$ cat src/rtl/hack_cpu_control_pkg.sv
// Shared types and instruction field positions for the Hack control block.
package hack_cpu_control_pkg;

  typedef enum logic [2:0] {
    S_FETCH   = 3'd0,
    S_DECODE  = 3'd1,
    S_RD_WAIT = 3'd2,
    S_EXEC    = 3'd3,
    S_WR_WAIT = 3'd4
  } state_t;

  localparam int IR_C    = 15;  // 0 = A-instruction, 1 = C-instruction
  localparam int IR_ABIT = 12;  // ALU y from M instead of A
  localparam int COMP_HI = 11;
  localparam int COMP_LO = 6;
  localparam int DST_A   = 5;
  localparam int DST_D   = 4;
  localparam int DST_M   = 3;
  localparam int JMP_HI  = 2;

endpackage

$ cat src/rtl/cpu_jump_unit.sv
// Hack jump condition evaluation: jump[2]=lt, jump[1]=eq, jump[0]=gt.
module cpu_jump_unit (
  input  logic [2:0] jump,
  input  logic       zr,
  input  logic       ng,
  output logic       take
);

  assign take = (jump[2] & ng) | (jump[1] & zr) | (jump[0] & ~ng & ~zr);

endmodule

$ cat src/rtl/hack_cpu_control.sv
// Multi-cycle Hack CPU control/datapath; the ALU itself sits outside this block.
module hack_cpu_control
  import hack_cpu_control_pkg::*;
#(
  parameter int          PC_W   = 15,
  parameter int unsigned RST_PC = 0
) (
  input  logic            clk,
  input  logic            rst_n,
  output logic            imem_req,
  output logic [PC_W-1:0] imem_addr,
  input  logic            imem_valid,
  input  logic [15:0]     imem_rdata,
  output logic            dmem_req,
  output logic            dmem_we,
  output logic [PC_W-1:0] dmem_addr,
  output logic [15:0]     dmem_wdata,
  input  logic            dmem_ack,
  input  logic [15:0]     dmem_rdata,
  output logic [15:0]     alu_x,
  output logic [15:0]     alu_y,
  output logic [5:0]      alu_ctl,
  input  logic [15:0]     alu_out,
  input  logic            alu_zr,
  input  logic            alu_ng,
  output logic [15:0]     dbg_a,
  output logic [15:0]     dbg_d,
  output logic [PC_W-1:0] dbg_pc
);

  state_t          state;
  logic [PC_W-1:0] pc, pc_pend, pc_inc, pc_nxt;
  logic [15:0]     a, d, ir, m;
  logic            take;
  logic            unused_ir;

  cpu_jump_unit u_jump (
    .jump (ir[JMP_HI:0]),
    .zr   (alu_zr),
    .ng   (alu_ng),
    .take (take)
  );

  assign pc_inc    = pc + 1'b1;  // natural wrap at the top of the address space
  assign pc_nxt    = take ? a[PC_W-1:0] : pc_inc;
  assign alu_x     = d;
  assign alu_y     = ir[IR_ABIT] ? m : a;
  assign alu_ctl   = ir[COMP_HI:COMP_LO];
  assign imem_addr = pc;
  assign dbg_a     = a;
  assign dbg_d     = d;
  assign dbg_pc    = pc;
  assign unused_ir = ^ir[14:13];

  always_ff @(posedge clk) begin
    if (!rst_n) begin
      state      <= S_FETCH;
      pc         <= PC_W'(RST_PC);
      pc_pend    <= '0;
      a          <= '0;
      d          <= '0;
      ir         <= '0;
      m          <= '0;
      imem_req   <= 1'b0;
      dmem_req   <= 1'b0;
      dmem_we    <= 1'b0;
      dmem_addr  <= '0;
      dmem_wdata <= '0;
    end else begin
      case (state)
        S_FETCH: begin
          imem_req <= 1'b1;
          // Fetch completes only against our own request, so stale valids are dropped.
          if (imem_req && imem_valid) begin
            ir       <= imem_rdata;
            imem_req <= 1'b0;
            state    <= S_DECODE;
          end
        end
        S_DECODE: begin
          if (!ir[IR_C]) begin
            a        <= ir;
            pc       <= pc_inc;
            imem_req <= 1'b1;
            state    <= S_FETCH;
          end else if (ir[IR_ABIT]) begin
            dmem_req  <= 1'b1;
            dmem_we   <= 1'b0;
            dmem_addr <= a[PC_W-1:0];
            state     <= S_RD_WAIT;
          end else begin
            state <= S_EXEC;
          end
        end
        S_RD_WAIT: begin
          if (dmem_ack) begin
            m        <= dmem_rdata;
            dmem_req <= 1'b0;
            state    <= S_EXEC;
          end
        end
        S_EXEC: begin
          if (ir[DST_A]) a <= alu_out;
          if (ir[DST_D]) d <= alu_out;
          // Store address and jump target both use A before this cycle's write.
          if (ir[DST_M]) begin
            dmem_addr  <= a[PC_W-1:0];
            dmem_wdata <= alu_out;
            dmem_we    <= 1'b1;
            dmem_req   <= 1'b1;
            pc_pend    <= pc_nxt;
            state      <= S_WR_WAIT;
          end else begin
            pc       <= pc_nxt;
            imem_req <= 1'b1;
            state    <= S_FETCH;
          end
        end
        S_WR_WAIT: begin
          if (dmem_ack) begin
            dmem_req <= 1'b0;
            dmem_we  <= 1'b0;
            pc       <= pc_pend;
            imem_req <= 1'b1;
            state    <= S_FETCH;
          end
        end
        default: state <= S_FETCH;
      endcase
    end
  end

endmodule
$ cat config.mk
export PLATFORM = sky130hd
export DESIGN_NAME = hack_cpu_control
export DESIGN_NICKNAME = d
export VERILOG_FILES = /design/src/rtl/hack_cpu_control_pkg.sv /design/src/rtl/cpu_jump_unit.sv /design/src/rtl/hack_cpu_control.sv
export SDC_FILE = /design/constraint.sdc
export NUM_CORES = 1
export LEC_CHECK = 0
export CAP_MARGIN = 40
export CORE_ASPECT_RATIO = 1.2
export CORE_MARGIN = 4
export CORE_UTILIZATION = 25
export DETAILED_ROUTE_END_ITERATION = 8
export HOLD_SLACK_MARGIN = 0.05
export PLACE_DENSITY_LB_ADDON = 0.15
export SLEW_MARGIN = 20
export SYNTH_ARGS = -nofsm -noshare
export SYNTH_HDL_FRONTEND = slang
export SYNTH_SLANG_ARGS = --single-unit
$ cat constraint.sdc
create_clock -name clk -period 1.7 [get_ports clk]
set_input_delay 0.34 -clock clk [delete_from_list [all_inputs] [get_ports clk]]
set_output_delay 0.34 -clock clk [all_outputs]
set_load 0.02 [all_outputs]
==> results of run 1 <==
metal layers:
layer	global-route usage, %	part of all wire [%]	vias to the layer above
li1	-	-	2961
met1	20.7	44	2793
met2	27.4	51	170
met3	3.00	4.3	23
met4	5.03	1.6	0
met5	0	0	-
per-stage QoR:
step	cells	TNS (ns)	cell area, sq um	total power [W]
floorplan	739	-0.0461	6300	0.00371
global placement	1245	-12.59	8830	0.00425
detailed placement	1245	-13.15	8830	0.00425
CTS	1286	-3.35	9550	0.00830
global route	1300	-2.99	9900	0.00855
finish	1300	-1.18	9900	0.00824
sequential cells by signal (all words and copies together) (netlist names), 15 cells and up:
name / count
alu_x: 16
dbg_a: 16
dmem_wdata: 16
ir: 16
m: 16
dbg_pc: 15
dmem_addr: 15
pc_pend: 15
timing repair:
| item | in CTS | in global routing |
|---|---|---|
| setup buffers | 7 | 12 |
| cloned | 2 | 2 |
| endpoints found under the hold margin | 0 | 0 |
| hold buffers | 0 | 0 |
| pin swaps | 3 | 15 |
| gates resized for setup | 240 | 63 |
| setup endpoints to repair | 144 | 51 |
worst min path at each step:
stage,startpoint,end
2_1_floorplan,pc_pend[11],pc_pend[11]
3_3_place_gp,pc_pend[7],pc_pend[7]
3_5_place_dp,pc_pend[13],pc_pend[13]
4_1_cts,rst_n,dbg_pc[2]
5_1_grt,rst_n,dbg_pc[6]
6_report,rst_n,dbg_pc[2]
final cells by class:
class | instances | area (sq um)
tap | 325 | 407
clock inverter | 8 | 148
sequential | 131 | 2660
antenna | 1 | 2.50
timing repair buffer | 295 | 2830
inverter | 1 | 3.75
fill | 2563 | 14800
clock buffer | 24 | 492
multi-input combinational | 515 | 3360
power groups by stage:
stage	clock [W]	combinational [W]	sequential [W]
4_1_cts	0.00410	0.000981	0.00321
3_3_place_gp	0	0.000975	0.00328
2_1_floorplan	0	0.000389	0.00332
5_1_grt	0.00424	0.00109	0.00322
6_report	0.00401	0.00102	0.00321
3_5_place_dp	0	0.000975	0.00328
critical path, cell delays in order, from the launching register on:
cell and delay [ns]:
dfxtp_4 0.37, buf_12 0.13, buf_16 0.12, mux2_4 0.30, buf_6 0.13
cells by family after synthesis:
group	Yosys count
adders and majority gates	1
xor gates and xnor gates	12
muxes	36
buffers and inverters	93
and+or+nand+nor	289
AOI/OAI and AO/OA	177
DFF	131
cell usage after synthesis, drive strengths merged, types with 2 or more instances:
| master | count | area [sq um] |
|---|---|---|
| xnor2 | 10 | 87.6 |
| and2 | 6 | 37.5 |
| o221a | 7 | 78.8 |
| nor4 | 3 | 37.5 |
| nand2 | 193 | 724 |
| nor2b | 17 | 106 |
| o211a | 19 | 190 |
| a221oi | 6 | 52.6 |
| o211ai | 3 | 22.5 |
| or4 | 5 | 37.5 |
| a211oi | 7 | 52.6 |
| o21ai | 20 | 100 |
| nand3 | 23 | 120 |
| a22oi | 2 | 15.0 |
| a211o | 9 | 78.8 |
| nand2b | 3 | 18.8 |
| nand4 | 3 | 25.0 |
| dfxtp | 131 | 2620 |
| mux2 | 18 | 203 |
| or3 | 2 | 12.5 |
| nor2 | 24 | 90.1 |
| a21oi | 19 | 98.9 |
| a21boi | 76 | 571 |
| clkbuf | 35 | 131 |
| nand3b | 3 | 22.5 |
| nor3 | 2 | 10.0 |
| xor2 | 2 | 17.5 |
| buf | 57 | 379 |
| nor3b | 2 | 26.3 |
| o31ai | 3 | 22.5 |
| mux2i | 18 | 180 |
| and3b | 2 | 17.5 |
==> flow_summary.toml, run 1 <==
[run_status]
run_status = "finished, violations left"
failed_checks = "negative setup slack"

[global_route]
grtUsageTotal_pct = 16.1
grt_pass1_wl_um = 34900
grt_max_degree = 50
grt_antenna_before_repair = 1
global_route.overflow_total = 0
first_global_vias = 5727

[synth]
synth_top_family_by_area = "compound AO/OA/AOI/OAI gates"
yosys.area_share.xor_xnor_pct = 1.68
ys_seq_area_share_pct = 41.9
yosys_warnings = 0
yosysUniqueCellTypes = 51
synth_enable_flop_cells = 0
synth_simple_gate_area_share_pct = 20.6
post_synth_fa_ha_maj_area_fraction_pct = 0.200
synth.avg_cell_area_sq_um = 8.48
synthesized_area_fraction_occupied_by_ao_oa_aoi_and_oai_cells_pct = 21.3
postSynth.asyncResetShare_pct = 0
cell_count_after_synthesis = 739
synthFlopType = "dfxtp_1"
syn-cell-area_sq_um = 6260
syn_nets = 794
muxShareOfSynthArea_pct = 6.11
synth.ff_latch_count = 131

[sta]
worst-slew-pin-transition_ns = 0.406
finClkSkew_ns = 0.00958
fin_worst_hold_slack_ns = 0.280
slew-limit-headroom_pct = 72.6
period_share_pct = 107
rsz0062_at_grt = "true"
min_period_ns = 1.81
max_freq_mhz = 551
setup_viol = 17
fin_ws_ns = -0.113
slew_violations = 0
report.final.hold_viol_count = 0

[detailed_routing]
dr_total_vias = 5947
detailedRoute.firstIterationViolations = 282
drtPass1Iterations = 5
detail_route.vias_per_cell = 4.57
antenna_violating_nets_post_route = 0
routed_wl_um = 23000
route.detailed.drc = 0
avgRoutedWirePerCell_um = 17.7

[critical_path]
reg_to_reg_setup_timing_slack_ns = -0.04
reg2reg_from = "dbg_pc[6]"
critPathCapture = "alu_y[12]"
path_class = "flip-flop to primary output"
startpoint_types = "flip-flop"
end_kind = "primary output"
worstPathMaxFanout = 4
worstRegToRegCells = 5
reg2reg_to = "dbg_pc[9]"
cp.arrival_ns = 1.47
required_ns = 1.36
critical_path.startpoint = "ir[12]"

[place]
dpl.hpwl_um = 16500
preCtsSetupSlack_ns = -0.376
numPortBuffers = 187
gp_routability_congestion = 0.763

[floorplan]
core_region_area_sq_um = 24700
initial_core_util_pct = 25.4
rows = 63
die_width_um = 152
ports = 188
die_y_um = 181
fp.dieArea_sq_um = 27700

[final_layout]
syn_to_final_growth_pct = 58.1
postLayoutCoreUtil_pct = 40.1
final_nets = 1016
layout-drive-gt1-share_pct = 23.9
most_frequent_standard_cell_in_the_layout_excluding_fill_and_tap_cells = "nand2_1"
layout.cells.most_common_list = "nand2_1 (191), dlygate4sd2_1 (114), dfxtp_1 (113)"

[clock_network]
cts.sinks = 131
cts_buffer_depth = 2
path_clk_slew_ns = 0.06
numCtsBuffers = 17
insertion_delay_ns = 0.42
cts_tree = "done"
cts_htree_levels = 4
clockRootBuffer = "clkbuf_16"

[job]
max_cap_viols = 0

[power]
clockPowerShare_pct = 48.6
power_density_nw_per_um2 = 833
p_leak_nw = 4.39
internal_power_w = 0.00627
max-vdd-ir-drop_mv = 0.639
seq_power_share_pct = 39.0
combinationalPowerShare_pct = 12.4
total_switching_power_w = 0.00197
swShare_pct = 23.9

[min_path]
whs_path_depth = 2
hold_path_class = "primary input to flip-flop"
No activity file was read; power rests on OpenSTA's default activity.
==> inputs of run 2 (changes only) <==
--- a/config.mk
+++ b/config.mk
@@ -5,6 +5,7 @@
 export SDC_FILE = /design/constraint.sdc
 export NUM_CORES = 1
 export LEC_CHECK = 0
+export ABC_AREA = 1
 export CAP_MARGIN = 40
 export CORE_ASPECT_RATIO = 1.2
 export CORE_MARGIN = 4
@@ -16,3 +17,4 @@
 export SYNTH_ARGS = -nofsm -noshare
 export SYNTH_HDL_FRONTEND = slang
 export SYNTH_SLANG_ARGS = --single-unit
+export TNS_END_PERCENT = 50
==> run 2 against run 1 <==
  * Largest power group unchanged
  * Die area down 0.57%
  * Sequential cell count unchanged
  * Global-route usage is 0.67 points higher
  * Utilization down 2.5 points
  * Via count up 7.3%
  * Critical path type unchanged
  * Clock power is 5.7% lower
  * First-iteration DRC count is 15% higher
  * The flow now finishes without violations
  * Maximum frequency rose by 8.7%
==> flow_summary.toml, run 2 <==
[clock_network]
cts_tree = "done"
insertion_delay_ns = 0.43
cts.sinks = 131
clockRootBuffer = "clkbuf_16"
path_clk_slew_ns = 0.06
cts_htree_levels = 4
cts_buffer_depth = 2
numCtsBuffers = 17
cts-hold-fix-buffers = 0

[detailed_routing]
route.detailed.drc = 0
detailedRoute.firstIterationViolations = 325
dr_total_vias = 6383
drtPass1Iterations = 5
antenna_violating_nets_post_route = 0
routed_wl_um = 23500
detail_route.vias_per_cell = 4.44
avgRoutedWirePerCell_um = 16.3

[floorplan]
core_region_area_sq_um = 24600
die_y_um = 181
initial_core_util_pct = 25.3
fp.dieArea_sq_um = 27500
rows = 63
ports = 188
die_width_um = 152

[power]
power_density_nw_per_um2 = 935
power.total_w = 0.00865
p_leak_nw = 4.12
max-vdd-ir-drop_mv = 0.811

[final_layout]
layout-drive-gt1-share_pct = 16.1
num_antenna_cells = 0
fillers = 2684
most_frequent_standard_cell_in_the_layout_excluding_fill_and_tap_cells = "nand2_1"
syn_to_final_growth_pct = 48.5
layout.cells.most_common_list = "nand2_1 (212), dfxtp_1 (120), dlygate4sd2_1 (116)"
final_cell_count_no_fill = 1439
final_nets = 1156

[synth]
cell_count_after_synthesis = 893
ys_seq_area_share_pct = 42.1
synth.largest_area_cell = "dfxtp_1"
muxShareOfSynthArea_pct = 0
synthFlopType = "dfxtp_1"
syn_nets = 948
synth.ff_latch_count = 131
yosys.area_share.xor_xnor_pct = 0.703
synth_top_family_by_area = "simple AND/OR/NAND/NOR gates"
syn-cell-area_sq_um = 6230
synth_top_cells_by_area = "dfxtp_1 (42%), nand2_1 (13%), a21oi_1 (9.2%), o21ai_0 (7.7%), nand3_1 (6.3%)"
synth_enable_flop_cells = 0
post_synth_fa_ha_maj_area_fraction_pct = 0.201
yosysUniqueCellTypes = 35
postSynth.asyncResetShare_pct = 0
synth.avg_cell_area_sq_um = 6.97
synthesized_area_fraction_occupied_by_ao_oa_aoi_and_oai_cells_pct = 19.2
synth_simple_gate_area_share_pct = 25.0
yosys_warnings = 0
synthMostInstantiatedCell = "nand2_1"
synth_commonest_cells = "nand2_1 (213), dfxtp_1 (131), a21oi_1 (114), o21ai_0 (96), nand3_1 (78)"
yosysTopAreaCellShare_pct = 42.1

[sta]
period_share_pct = 98.1
slew_violations = 0
slew-limit-headroom_pct = 79.0
worst-slew-pin-transition_ns = 0.314
fin_ws_ns = 0.0320
max_freq_mhz = 600
min_period_ns = 1.67
setup_viol = 0
finClkSkew_ns = 0.0202
report.final.hold_viol_count = 0
rsz0062_at_grt = "true"

[global_route]
first_global_vias = 6122
grtUsageTotal_pct = 16.8
global_route.overflow_total = 0
grt_max_degree = 43
grt_antenna_before_repair = 0
grt_pass1_wl_um = 36100

[critical_path]
timing.critical_path.cells = "buf_12 > o21ai_0 > buf_4"
critPathSlowestCell = "dfxtp_4"
required_ns = 1.36
max_stage_delay_ns = 0.37
path_class = "flip-flop to primary output"
cp.arrival_ns = 1.33
startpoint_types = "flip-flop"
end_kind = "primary output"
worstPathMaxFanout = 28

[place]
dp_cells = 1407
numPortBuffers = 187
gp_routability_congestion = 0.805
dpl.hpwl_um = 18000
preCtsSetupSlack_ns = -0.238

[min_path]
hold_path_class = "primary input to flip-flop"

[job]
max_cap_viols = 0

[run_status]
run_status = "finished, final reports clean"
-- run 2: cell count changes in the layout (fill, tap and decap cells not counted), sizes merged, moves of 17 or more --
cell | before | now
a21boi | 76 | 0
a21oi | 19 | 114
buf | 123 | 105
inv | 1 | 83
mux2 | 18 | 0
mux2i | 18 | 0
nand2 | 193 | 217
nand3 | 23 | 80
nor2 | 24 | 51
nor2b | 17 | 0
o211a | 19 | 0
o21ai | 20 | 101
-- run 2: cell type report --
| class | instances | area [sq um] | share of cell area, % |
|---|---|---|---|
| clock buffers | 17 | 425 | 4.60 |
| flip-flops and latches | 131 | 2640 | 28.6 |
| inverters | 80 | 305 | 3.30 |
| multi-input cells | 596 | 2840 | 30.7 |
| well taps | 325 | 407 | 4.40 |
| repair buffers | 275 | 2450 | 26.5 |
| clock inverters | 15 | 175 | 1.89 |
-- run 2: cell families (layout without fill, tap and decap cells) --
group / after synthesis / in the layout
AOI/OAI and AO/OA: 230 / 230
DFF: 131 / 131
adders and majority gates: 1 / 1
and+or+nand+nor: 360 / 360
buffers and inverters: 166 / 387
xor gates and xnor gates: 5 / 5
-- run 2: worst paths after layout --
check           start        end  slack [ns]  depth (start not counted)
min reg2reg  dmem_req   dmem_req        0.45                          2
min             rst_n   state[2]        0.35                          3
max reg2reg  state[2]  dbg_pc[1]        0.12                          9
max            ir[12]   alu_y[1]        0.03                          3
-- run 2: repair_timing --
| action | CTS | global route |
|---|---|---|
| pin swaps | 0 | 0 |
| resized for setup | 213 | 37 |
| endpoints found under the setup margin | 136 | 35 |
| endpoints found under the hold margin | 0 | 0 |
| setup buffers | 0 | 0 |
-- run 2: per-stage QoR --
| step | utilization (%) | setup TNS, ns | area, sq um | hold slack [ns] |
|---|---|---|---|---|
| 3_5_place_dp | 35.7 | -5.99 | 8770 | 0.441 |
| 2_1_floorplan | - | 0 | 6230 | 0.425 |
| 3_3_place_gp | 35.7 | -5.64 | 8770 | 0.441 |
| 6_report | 37.6 | 0 | 9240 | 0.346 |
| 5_1_grt | 37.6 | -0.182 | 9240 | 0.375 |
| 4_1_cts | 37.3 | -0.0787 | 9170 | 0.335 |
-- run 2: critical path, delay by kind of cell (launching register included) --
kind | cells | cell delay [ns]
flip-flops | 1 | 0.37
buffers and inverters | 2 | 0.34
AO/OA/AOI/OAI | 1 | 0.19
-- run 2: per-layer routing --
layer | vias up | GRT usage [%] | wire, um
met5 | - | 0 | 0
met2 | 156 | 29.1 | 11700
met3 | 17 | 3.91 | 1080
met4 | 0 | 4.46 | 316
li1 | 3311 | - | -
met1 | 2899 | 20.9 | 10400
-- run 2: power by group --
| part | switching [W] | internal, W |
|---|---|---|
| registers | 0.000123 | 0.00320 |
| logic | 0.000915 | 0.000637 |
| clock network | 0.00157 | 0.00220 |
